===== config.mk =====
export PLATFORM = sky130hd
export DESIGN_NAME = skyline_area
export DESIGN_NICKNAME = d
export VERILOG_FILES = /design/src/rtl/skyline_area.sv
export SDC_FILE = /design/constraint.sdc
export NUM_CORES = 1
export LEC_CHECK = 0
export BUFFER_PORTS_ARGS = -buffer_cell sky130_fd_sc_hd__clkbuf_2
export CORE_ASPECT_RATIO = 0.6
export CORE_UTILIZATION = 55
export CTS_CLUSTER_DIAMETER = 120
export DETAILED_ROUTE_END_ITERATION = 16
export PLACE_DENSITY = 0.74
export RECOVER_POWER = 50
export SYNTH_ARGS = -nofsm -noshare
export SYNTH_HDL_FRONTEND = slang
export SYNTH_SLANG_ARGS = --single-unit
export TNS_END_PERCENT = 100

===== constraint.sdc =====
create_clock -name CLK -period 7.3 [get_ports CLK]
set_clock_uncertainty 0.05 [all_clocks]
set_input_delay 0 -clock CLK [delete_from_list [all_inputs] [get_ports CLK]]
set_output_delay 0 -clock CLK [all_outputs]
set_load 0.05 [all_outputs]

===== src/rtl/skyline_area.sv =====
// Skyline area reducer: consumes one image's alternating x,h key-point burst and
// emits one registered result beat (area, peak height, pair count, format errors).
module skyline_area #(
  parameter int DATA_WIDTH = 6,
  parameter int AREA_WIDTH = 12,
  parameter int CNT_WIDTH  = 7
) (
  input  logic                  CLK,
  input  logic                  RESET,
  input  logic                  IN_VALID,
  input  logic [DATA_WIDTH-1:0] IN_DATA,
  output logic                  AREA_VALID,
  output logic [AREA_WIDTH-1:0] AREA,
  output logic [DATA_WIDTH-1:0] MAX_H,
  output logic [CNT_WIDTH-2:0]  PT_CNT,
  output logic [2:0]            ERR,
  output logic                  DROP
);

  typedef enum logic [1:0] {S_IDLE, S_RECV, S_FLUSH, S_DONE} state_t;

  localparam logic [CNT_WIDTH-1:0] CNT_MAX = '1;

  state_t                state_q, state_d;
  logic [AREA_WIDTH-1:0] acc_q, acc_d;
  logic [AREA_WIDTH-1:0] prod_q, prod_d;
  logic                  prod_v_q, prod_v_d;
  logic [DATA_WIDTH-1:0] x_cur_q, x_cur_d;
  logic [DATA_WIDTH-1:0] x_prev_q, x_prev_d;
  logic [DATA_WIDTH-1:0] h_prev_q, h_prev_d;
  logic                  have_prev_q, have_prev_d;
  logic                  parity_q, parity_d;
  logic [CNT_WIDTH-1:0]  word_cnt_q, word_cnt_d;
  logic [DATA_WIDTH-1:0] max_h_q, max_h_d;
  logic                  err_ord_q, err_ord_d;
  logic [AREA_WIDTH-1:0] area_o_q, area_o_d;
  logic [DATA_WIDTH-1:0] max_h_o_q, max_h_o_d;
  logic [CNT_WIDTH-2:0]  pt_cnt_o_q, pt_cnt_o_d;
  logic [2:0]            err_o_q, err_o_d;
  logic                  area_valid_q, area_valid_d;
  logic                  drop_q, drop_d;

  logic                  take_word;
  logic                  odd_words;
  logic [DATA_WIDTH-1:0] dx;
  logic [AREA_WIDTH-1:0] prod_w;

  assign take_word = IN_VALID && ((state_q == S_IDLE) || (state_q == S_RECV));
  assign dx        = IN_DATA - x_prev_q;
  assign prod_w    = AREA_WIDTH'(dx) * AREA_WIDTH'(h_prev_q);
  // Once the counter saturates its LSB no longer tracks parity; fall back to the toggle.
  assign odd_words = (word_cnt_q == CNT_MAX) ? parity_q : word_cnt_q[0];

  always_comb begin
    state_d = state_q;
    case (state_q)
      S_IDLE:  if (IN_VALID) state_d = S_RECV;
      S_RECV:  if (!IN_VALID) state_d = S_FLUSH;
      S_FLUSH: state_d = S_DONE;
      S_DONE:  state_d = S_IDLE;
      default: state_d = S_IDLE;
    endcase
  end

  always_comb begin
    // NOTE: every next-state signal takes its hold value first so no path leaves it unassigned (no latches).
    acc_d        = acc_q;
    prod_d       = prod_q;
    prod_v_d     = 1'b0;
    x_cur_d      = x_cur_q;
    x_prev_d     = x_prev_q;
    h_prev_d     = h_prev_q;
    have_prev_d  = have_prev_q;
    parity_d     = parity_q;
    word_cnt_d   = word_cnt_q;
    max_h_d      = max_h_q;
    err_ord_d    = err_ord_q;
    area_o_d     = area_o_q;
    max_h_o_d    = max_h_o_q;
    pt_cnt_o_d   = pt_cnt_o_q;
    err_o_d      = err_o_q;
    area_valid_d = 1'b0;
    drop_d       = drop_q;

    if (prod_v_q) acc_d = acc_q + prod_q;

    if (take_word) begin
      parity_d = ~parity_q;
      if (word_cnt_q != CNT_MAX) word_cnt_d = word_cnt_q + 1'b1;
      if (!parity_q) begin
        x_cur_d = IN_DATA;
        if (have_prev_q) begin
          if (IN_DATA > x_prev_q) begin
            prod_d   = prod_w;
            prod_v_d = 1'b1;
          end else begin
            prod_d    = '0;
            err_ord_d = 1'b1;
          end
        end
      end else begin
        x_prev_d    = x_cur_q;
        h_prev_d    = IN_DATA;
        have_prev_d = 1'b1;
        if (IN_DATA > max_h_q) max_h_d = IN_DATA;
      end
    end

    if (IN_VALID && ((state_q == S_FLUSH) || (state_q == S_DONE))) drop_d = 1'b1;

    if (state_q == S_FLUSH) begin
      area_o_d     = acc_d;
      max_h_o_d    = max_h_q;
      pt_cnt_o_d   = word_cnt_q[CNT_WIDTH-1:1];
      err_o_d      = {(!have_prev_q || (h_prev_q != '0)), err_ord_q, odd_words};
      area_valid_d = 1'b1;
    end

    if (state_q == S_DONE) begin
      acc_d       = '0;
      prod_d      = '0;
      prod_v_d    = 1'b0;
      x_cur_d     = '0;
      x_prev_d    = '0;
      h_prev_d    = '0;
      have_prev_d = 1'b0;
      parity_d    = 1'b0;
      word_cnt_d  = '0;
      max_h_d     = '0;
      err_ord_d   = 1'b0;
    end
  end

  // NOTE: state registers use non-blocking assignments so every flop samples pre-edge values.
  always_ff @(posedge CLK or posedge RESET) begin
    if (RESET) begin
      state_q      <= S_IDLE;
      acc_q        <= '0;
      prod_q       <= '0;
      prod_v_q     <= 1'b0;
      x_cur_q      <= '0;
      x_prev_q     <= '0;
      h_prev_q     <= '0;
      have_prev_q  <= 1'b0;
      parity_q     <= 1'b0;
      word_cnt_q   <= '0;
      max_h_q      <= '0;
      err_ord_q    <= 1'b0;
      area_o_q     <= '0;
      max_h_o_q    <= '0;
      pt_cnt_o_q   <= '0;
      err_o_q      <= '0;
      area_valid_q <= 1'b0;
      drop_q       <= 1'b0;
    end else begin
      state_q      <= state_d;
      acc_q        <= acc_d;
      prod_q       <= prod_d;
      prod_v_q     <= prod_v_d;
      x_cur_q      <= x_cur_d;
      x_prev_q     <= x_prev_d;
      h_prev_q     <= h_prev_d;
      have_prev_q  <= have_prev_d;
      parity_q     <= parity_d;
      word_cnt_q   <= word_cnt_d;
      max_h_q      <= max_h_d;
      err_ord_q    <= err_ord_d;
      area_o_q     <= area_o_d;
      max_h_o_q    <= max_h_o_d;
      pt_cnt_o_q   <= pt_cnt_o_d;
      err_o_q      <= err_o_d;
      area_valid_q <= area_valid_d;
      drop_q       <= drop_d;
    end
  end

  assign AREA_VALID = area_valid_q;
  assign AREA       = area_o_q;
  assign MAX_H      = max_h_o_q;
  assign PT_CNT     = pt_cnt_o_q;
  assign ERR        = err_o_q;
  assign DROP       = drop_q;

endmodule

# [Yosys cells after proc, flatten, opt, wreduce, memory -nomap -nowiden]
# Index checks and enable logic that the tools add are counted.
[word_totals] regBits=90 output_inout_bits=29 wordCells=97
[classes] n_addsub=3 n_mul=1 magnitude_cmp=2 eq_ne=9 mux=43 n_bitwise=1 reduce_logical=20
[op_table] operator="2-to-1 mux 12 bit" n=7
[op_table] operator="2-to-1 mux 6 bit" n=13
[op_table] operator="2-to-1 mux 7 bit" n=3
[op_table] operator="2-to-1 mux 1 bit" n=17
[op_table] operator="adder 12 bit" n=1
[op_table] operator="greater-than comparator 6 bit" n=2
[op_table] operator="multiplier 6 x 6 -> 12 bit" n=1
[op_table] operator="nonzero test 2 bit" n=5
[op_table] operator="case mux 2 bit (4 select lines)" n=1
[op_table] operator="AND reduction 2 bit" n=4
[op_table] operator="adder 7 x 1 -> 7 bit, second input constant" n=1
[op_table] operator="equality test 7 bit, second input constant" n=1
[op_table] operator="!= test 7 bit, second input constant" n=1
[op_table] operator="AND reduction 3 bit" n=2
[op_table] operator="nonzero test 6 bit" n=1
[op_table] operator="subtractor 6 bit" n=1
[op_table] operator="equality test 2 bit, second input constant" n=2
[op_table] operator="2-to-1 mux 2 bit" n=2
[op_table] operator="!= test 2 x 1 -> 1 bit, second input constant" n=2
[op_table] operator="!= test 2 bit, second input constant" n=2
[op_table] operator="AND reduction 4 bit" n=1
[op_table] operator="logical OR 1 bit" n=3
[op_table] operator="equality test 2 x 1 -> 1 bit, second input constant" n=1
[op_table] operator="logical AND 1 bit" n=2
[op_table] operator="3 further kinds" n=3

# [Longest topological paths before layout]
[logic_depth] ltp_word=7 mapped_depth=20 depth_no_buf=20

# [Least setup slack after synthesis]
# Ideal clock, no wire load.
[synth_path] path_type="flip-flop to flip-flop" start="register x_prev_q[1]" end="register prod_q[9]" setup_time_ns=0.122 arrival_ns=4.823 t_required_ns=7.128 slack_ns=2.305 path_stages_with_launch=21 n_path_buf=0 period_less_slack_ns=4.995 cell_sequence="dfrtp_1 -> inv_1 -> ha_1 -> nor2b_1 -> o21ai_0 -> a21boi_0 -> o21ai_0 -> nor3b_1 -> nor3b_1 -> fa_1 -> inv_1 -> fa_1 -> fa_1 -> inv_1 -> ha_1 -> nor2b_1 -> o21ai_0 -> a21boi_0 -> o21a_1 -> or3_1 -> a32o_1"
[synth_between] elab_chain_cells=7 elab_cells_between_ends=8
[synth_rtl] element="start, declared" line="29" source="logic [DATA_WIDTH-1:0] x_prev_q, x_prev_d;"
[synth_rtl] element="start signal, assigned" line="161" source="x_prev_q <= x_prev_d;"
[synth_rtl] element="subtractor 6 bit" line="49" source="assign dx = IN_DATA - x_prev_q;"
[synth_rtl] element="multiplier 6 x 6 -> 12 bit" line="50" source="assign prod_w = AREA_WIDTH'(dx) * AREA_WIDTH'(h_prev_q);"
[synth_rtl] element="2-to-1 mux 12 bit (*)" line="93" source="if (IN_DATA > x_prev_q) begin"
[synth_rtl] element="2-to-1 mux 12 bit (*)" line="92" source="if (have_prev_q) begin"
[synth_rtl] element="2-to-1 mux 12 bit (*)" line="90" source="if (!parity_q) begin"
[synth_rtl] element="2-to-1 mux 12 bit (*)" line="87" source="if (take_word) begin"
[synth_rtl] element="2-to-1 mux 12 bit (*)" line="119" source="if (state_q == S_DONE) begin"
[synth_rtl] element="end signal, assigned" line="158" source="prod_q <= prod_d;"
[synth_rtl] element="end, declared" line="26" source="logic [AREA_WIDTH-1:0] prod_q, prod_d;"
# Mark *: on every way between the ends. The rest lies on a longest branch, timed or not. The select of a mux whose other input is x is not followed.
# A chain may end at the register's enable or synchronous reset.

# [Final worst setup path]
[layout_path] start="register x_prev_q[1]" end="register prod_q[10]"
# Same word-level chain as after synthesis.

==> metrics.md <==
| Metric | Value |
|---|---|
| Final hold violations | `0` |
| Crit end category | `flop` |
| CP arrival | `5870 ps` |
| Synth top area share | `0.398` |
| Final min period | `5690 ps` |
| Post_cts resized | `0` |
| H-tree lvl count | `3` |
| HPWL Detailed | `9340 um` |
| Ys async rst share | `1.00` |
| Synth unique cells | `61` |
| Die area | `10,700 sq um` |
| R2R Path Start | `x_prev_q[1]$_DFFE_PP0P_` |
| Clock slew at reported path FFs | `roughly 70 ps` |
| Max Cap Viol | `1` |
| Antenna cell count | `0` |
| Cts-stage hold buffer count | `8` |
| Synth Area per Inst | `10.1 sq um` |
| Vias in the first global route | `4,130` |
| First-pass GRT wire length | `21,100 um` |
| Core Footprint | `9910 sq um` |
| Initial antenna violation count | `0` |
| Share of layout cells above drive strength 1 | `0.0875` |
| Global Route Usage Sum | `0.259` |
| Total CTS buffers | `9` |
| CTS tree | `built` |
| Gpl congestion | `0.907` |
| Slowest cell delay on critical path | `roughly 620 ps` |
| Number of vias per cell | `5.90` |
| Status | `finished with violations` |
| Largest net degree at the start of global routing | `74` |
| Worst path slowest cell | `nor3b_1` |
| Drt initial violations | `295` |
| Violated checks | `capacitance limit, slew limit` |
| # clock sinks | `90` |
| Antenna-violating nets left | `0` |
| Relative slew slack | `-1.60` |
| Fin cells | `741` |
| Ys flop type | `dfrtp_1` |
| YS warnings | `0` |
| Io pins | `38` |
| Cell family with most CP delay | `adder cells` |
| Post-Place Cells | `717` |
| Final core utilization | `0.637` |
| Reg2reg end | `prod_q[10]$_DFFE_PP0P_` |
| Commonest non-fill, non-tap cell in the layout | `dfrtp_1` |
| Port buffer count | `37` |
| Clock root buffer | `clkbuf_16` |
| Area Overhead vs Synth | `11.6%` |
| Row count | `28` |
| Crit Path Max Fanout | `6` |
| Fill count | `829` |
| FF-to-FF path depth | `19` |
| Sequential share of the synthesized area | `0.398` |
| Die Y | `around 81 um` |
| Starting Density | `0.571` |
| Wire length per cell | `17.4 um` |
| DRC viols | `0` |
| Pre-antenna DRT Iters | `4` |
| Syn_nets | `636` |
| F_max | `approximately 180 MHz` |
| Synth area leaders | `dfrtp_1, ha_1, fa_1` |
| Commonest cells after routing, fill and taps aside | `dfrtp_1, inv_1, ha_1` |
| Register bit total from synthesis | `90` |
| Kind of critical path | `reg2reg` |
| Critical Path Start Type | `flop` |
| RSZ-0062 raised after global routing | `false` |
| Worst hold path type | `in2async` |
| R2r setup slk | `1610 ps` |
| Grt ovf | `0` |
| Final period utilization | `0.780` |
| Post-synth EDFFs | `0` |
| Cells after Synth | `560` |
| DRT Wirelength | `roughly 13,000 um` |
| Worst-margin pin slew | `3900 ps` |
| Worst EP required | `between 7000 and 8000 ps` |
| Max Root-Sink Buffers | `2` |
| Setup violators final | `0` |
| Mapped Area | `5660 sq um` |
| Setup bufs post-CTS | `0` |
| Final Slew Violations | `74` |
| Setup_tns | `0 ps` |
| Buffers and inverters on the worst path | `3` |
| Clock latency on the worst-skew pair | `approximately 340 ps` |
| Vias | `4,371` |
| Synth area leader | `dfrtp_1` |
| Die W | `133 um` |
| Fin nets | `between 600 and 700` |
| Crit path cell chain | `inv_1, ha_1, nor2b_1, o21ai_0, a21boi_0, o21ai_0, nor3b_1, nor3b_1, fa_1, inv_1, fa_1, fa_1, inv_1, ha_1, a21oi_1, o21ai_0, a2111oi_0, o21bai_1, a32o_1` |
-- metrics by stage --
step | hold slack, ps | area (sq um) | worst slack, ps
after floorplan | 89.8 | 5660 | 2310
after detailed placement | -102 | 5970 | 1730
after global placement | -109 | 5970 | 2080
after global routing | 312 | 6320 | 1240
after CTS | 82.6 | 6360 | 1680
final | 251 | 6320 | 1610
-- final cells by class --
| type | count | area (sq um) | area share |
|---|---|---|---|
| Sequential cell | 90 | 2250 | 0.357 |
| Timing Repair Buffer | 49 | 251 | 0.0398 |
| Clock buffer | 11 | 253 | 0.0400 |
| Clock inverter | 5 | 60.1 | 0.00951 |
| Inverter | 52 | 199 | 0.0315 |
| Multi-Input combinational cell | 399 | 3130 | 0.496 |
| Tap cell | 135 | 169 | 0.0267 |
-- worst min-delay path, cell delays in order --
cell and delay (ps):
dlygate4sd3_1 540, clkbuf_2 110, clkinvlp_2 470
-- sequential cells by signal, summed over array words and instances, names as in the netlist --
register and count:
AREA 12, AREA_VALID 1, DROP 1, ERR 3, MAX_H 6, PT_CNT 6
acc_q 12, err_ord_q 1, h_prev_q 6, have_prev_q 1, max_h_q 6, parity_q 1
prod_q 12, prod_v_q 1, state_q 2, word_cnt_q 7, x_cur_q 6, x_prev_q 6
-- cell families (layout without fill, tap and decap cells) --
group | Yosys count | after routing | share of synthesized area
AOI/OAI and AO/OA | 139 | 139 | 0.174
xor gates and xnor gates | 13 | 13 | 0.0201
adders and majority gates | 67 | 67 | 0.173
buffers and inverters | 71 | 117 | 0.0493
DFF | 90 | 90 | 0.398
muxes | 23 | 23 | 0.0449
and+or+nand+nor | 157 | 157 | 0.140
-- synthesized netlist by cell type (2+ instances only) --
library cell / count
xor2_1: 7
and2_1: 23
xnor2_1: 6
o22ai_1: 7
a311oi_1: 2
a31oi_1: 6
mux2_2: 16
nor2b_1: 11
a21o_1: 12
a2111oi_0: 2
clkbuf_1: 14
inv_1: 50
a21oi_1: 25
nor2_1: 44
a21boi_0: 4
a211o_1: 2
a2bb2oi_1: 6
o21ai_0: 23
nor3b_1: 7
or3b_2: 3
a211oi_1: 3
a22o_1: 26
nand3_1: 5
a32o_1: 4
buf_2: 2
ha_1: 48
nor4_1: 2
or3_1: 5
buf_1: 2
o21ai_1: 2
nor3_1: 6
a221o_1: 2
fa_1: 19
dfrtp_1: 90
mux2i_1: 6
nand4_1: 5
nand2_1: 37
and4_1: 3
-- how the worst max path moves through the flow --
stage,cells past startpoint,endpoint,start,slack (ps)
3_3_place_gp,20,prod_q[9]$_DFFE_PP0P_,x_prev_q[1]$_DFFE_PP0P_,2080
4_1_cts,19,prod_q[10]$_DFFE_PP0P_,x_prev_q[1]$_DFFE_PP0P_,1680
5_1_grt,19,prod_q[10]$_DFFE_PP0P_,x_prev_q[1]$_DFFE_PP0P_,1240
3_5_place_dp,19,prod_q[10]$_DFFE_PP0P_,x_prev_q[1]$_DFFE_PP0P_,1730
6_report,19,prod_q[10]$_DFFE_PP0P_,x_prev_q[1]$_DFFE_PP0P_,1610
2_1_floorplan,20,prod_q[9]$_DFFE_PP0P_,x_prev_q[1]$_DFFE_PP0P_,2310
-- layer usage --
metal | up-vias | track usage | part of all wire
met5 | - | 0 | 0
met1 | 2153 | 0.405 | 0.52
met2 | 133 | 0.362 | 0.40
met3 | 14 | 0.0473 | 0.065
li1 | 2071 | - | -
met4 | 0 | 0.0667 | 0.0078
Power is not shown: default switching activity piles up to over one toggle a cycle in this logic, so the estimate is an artifact.
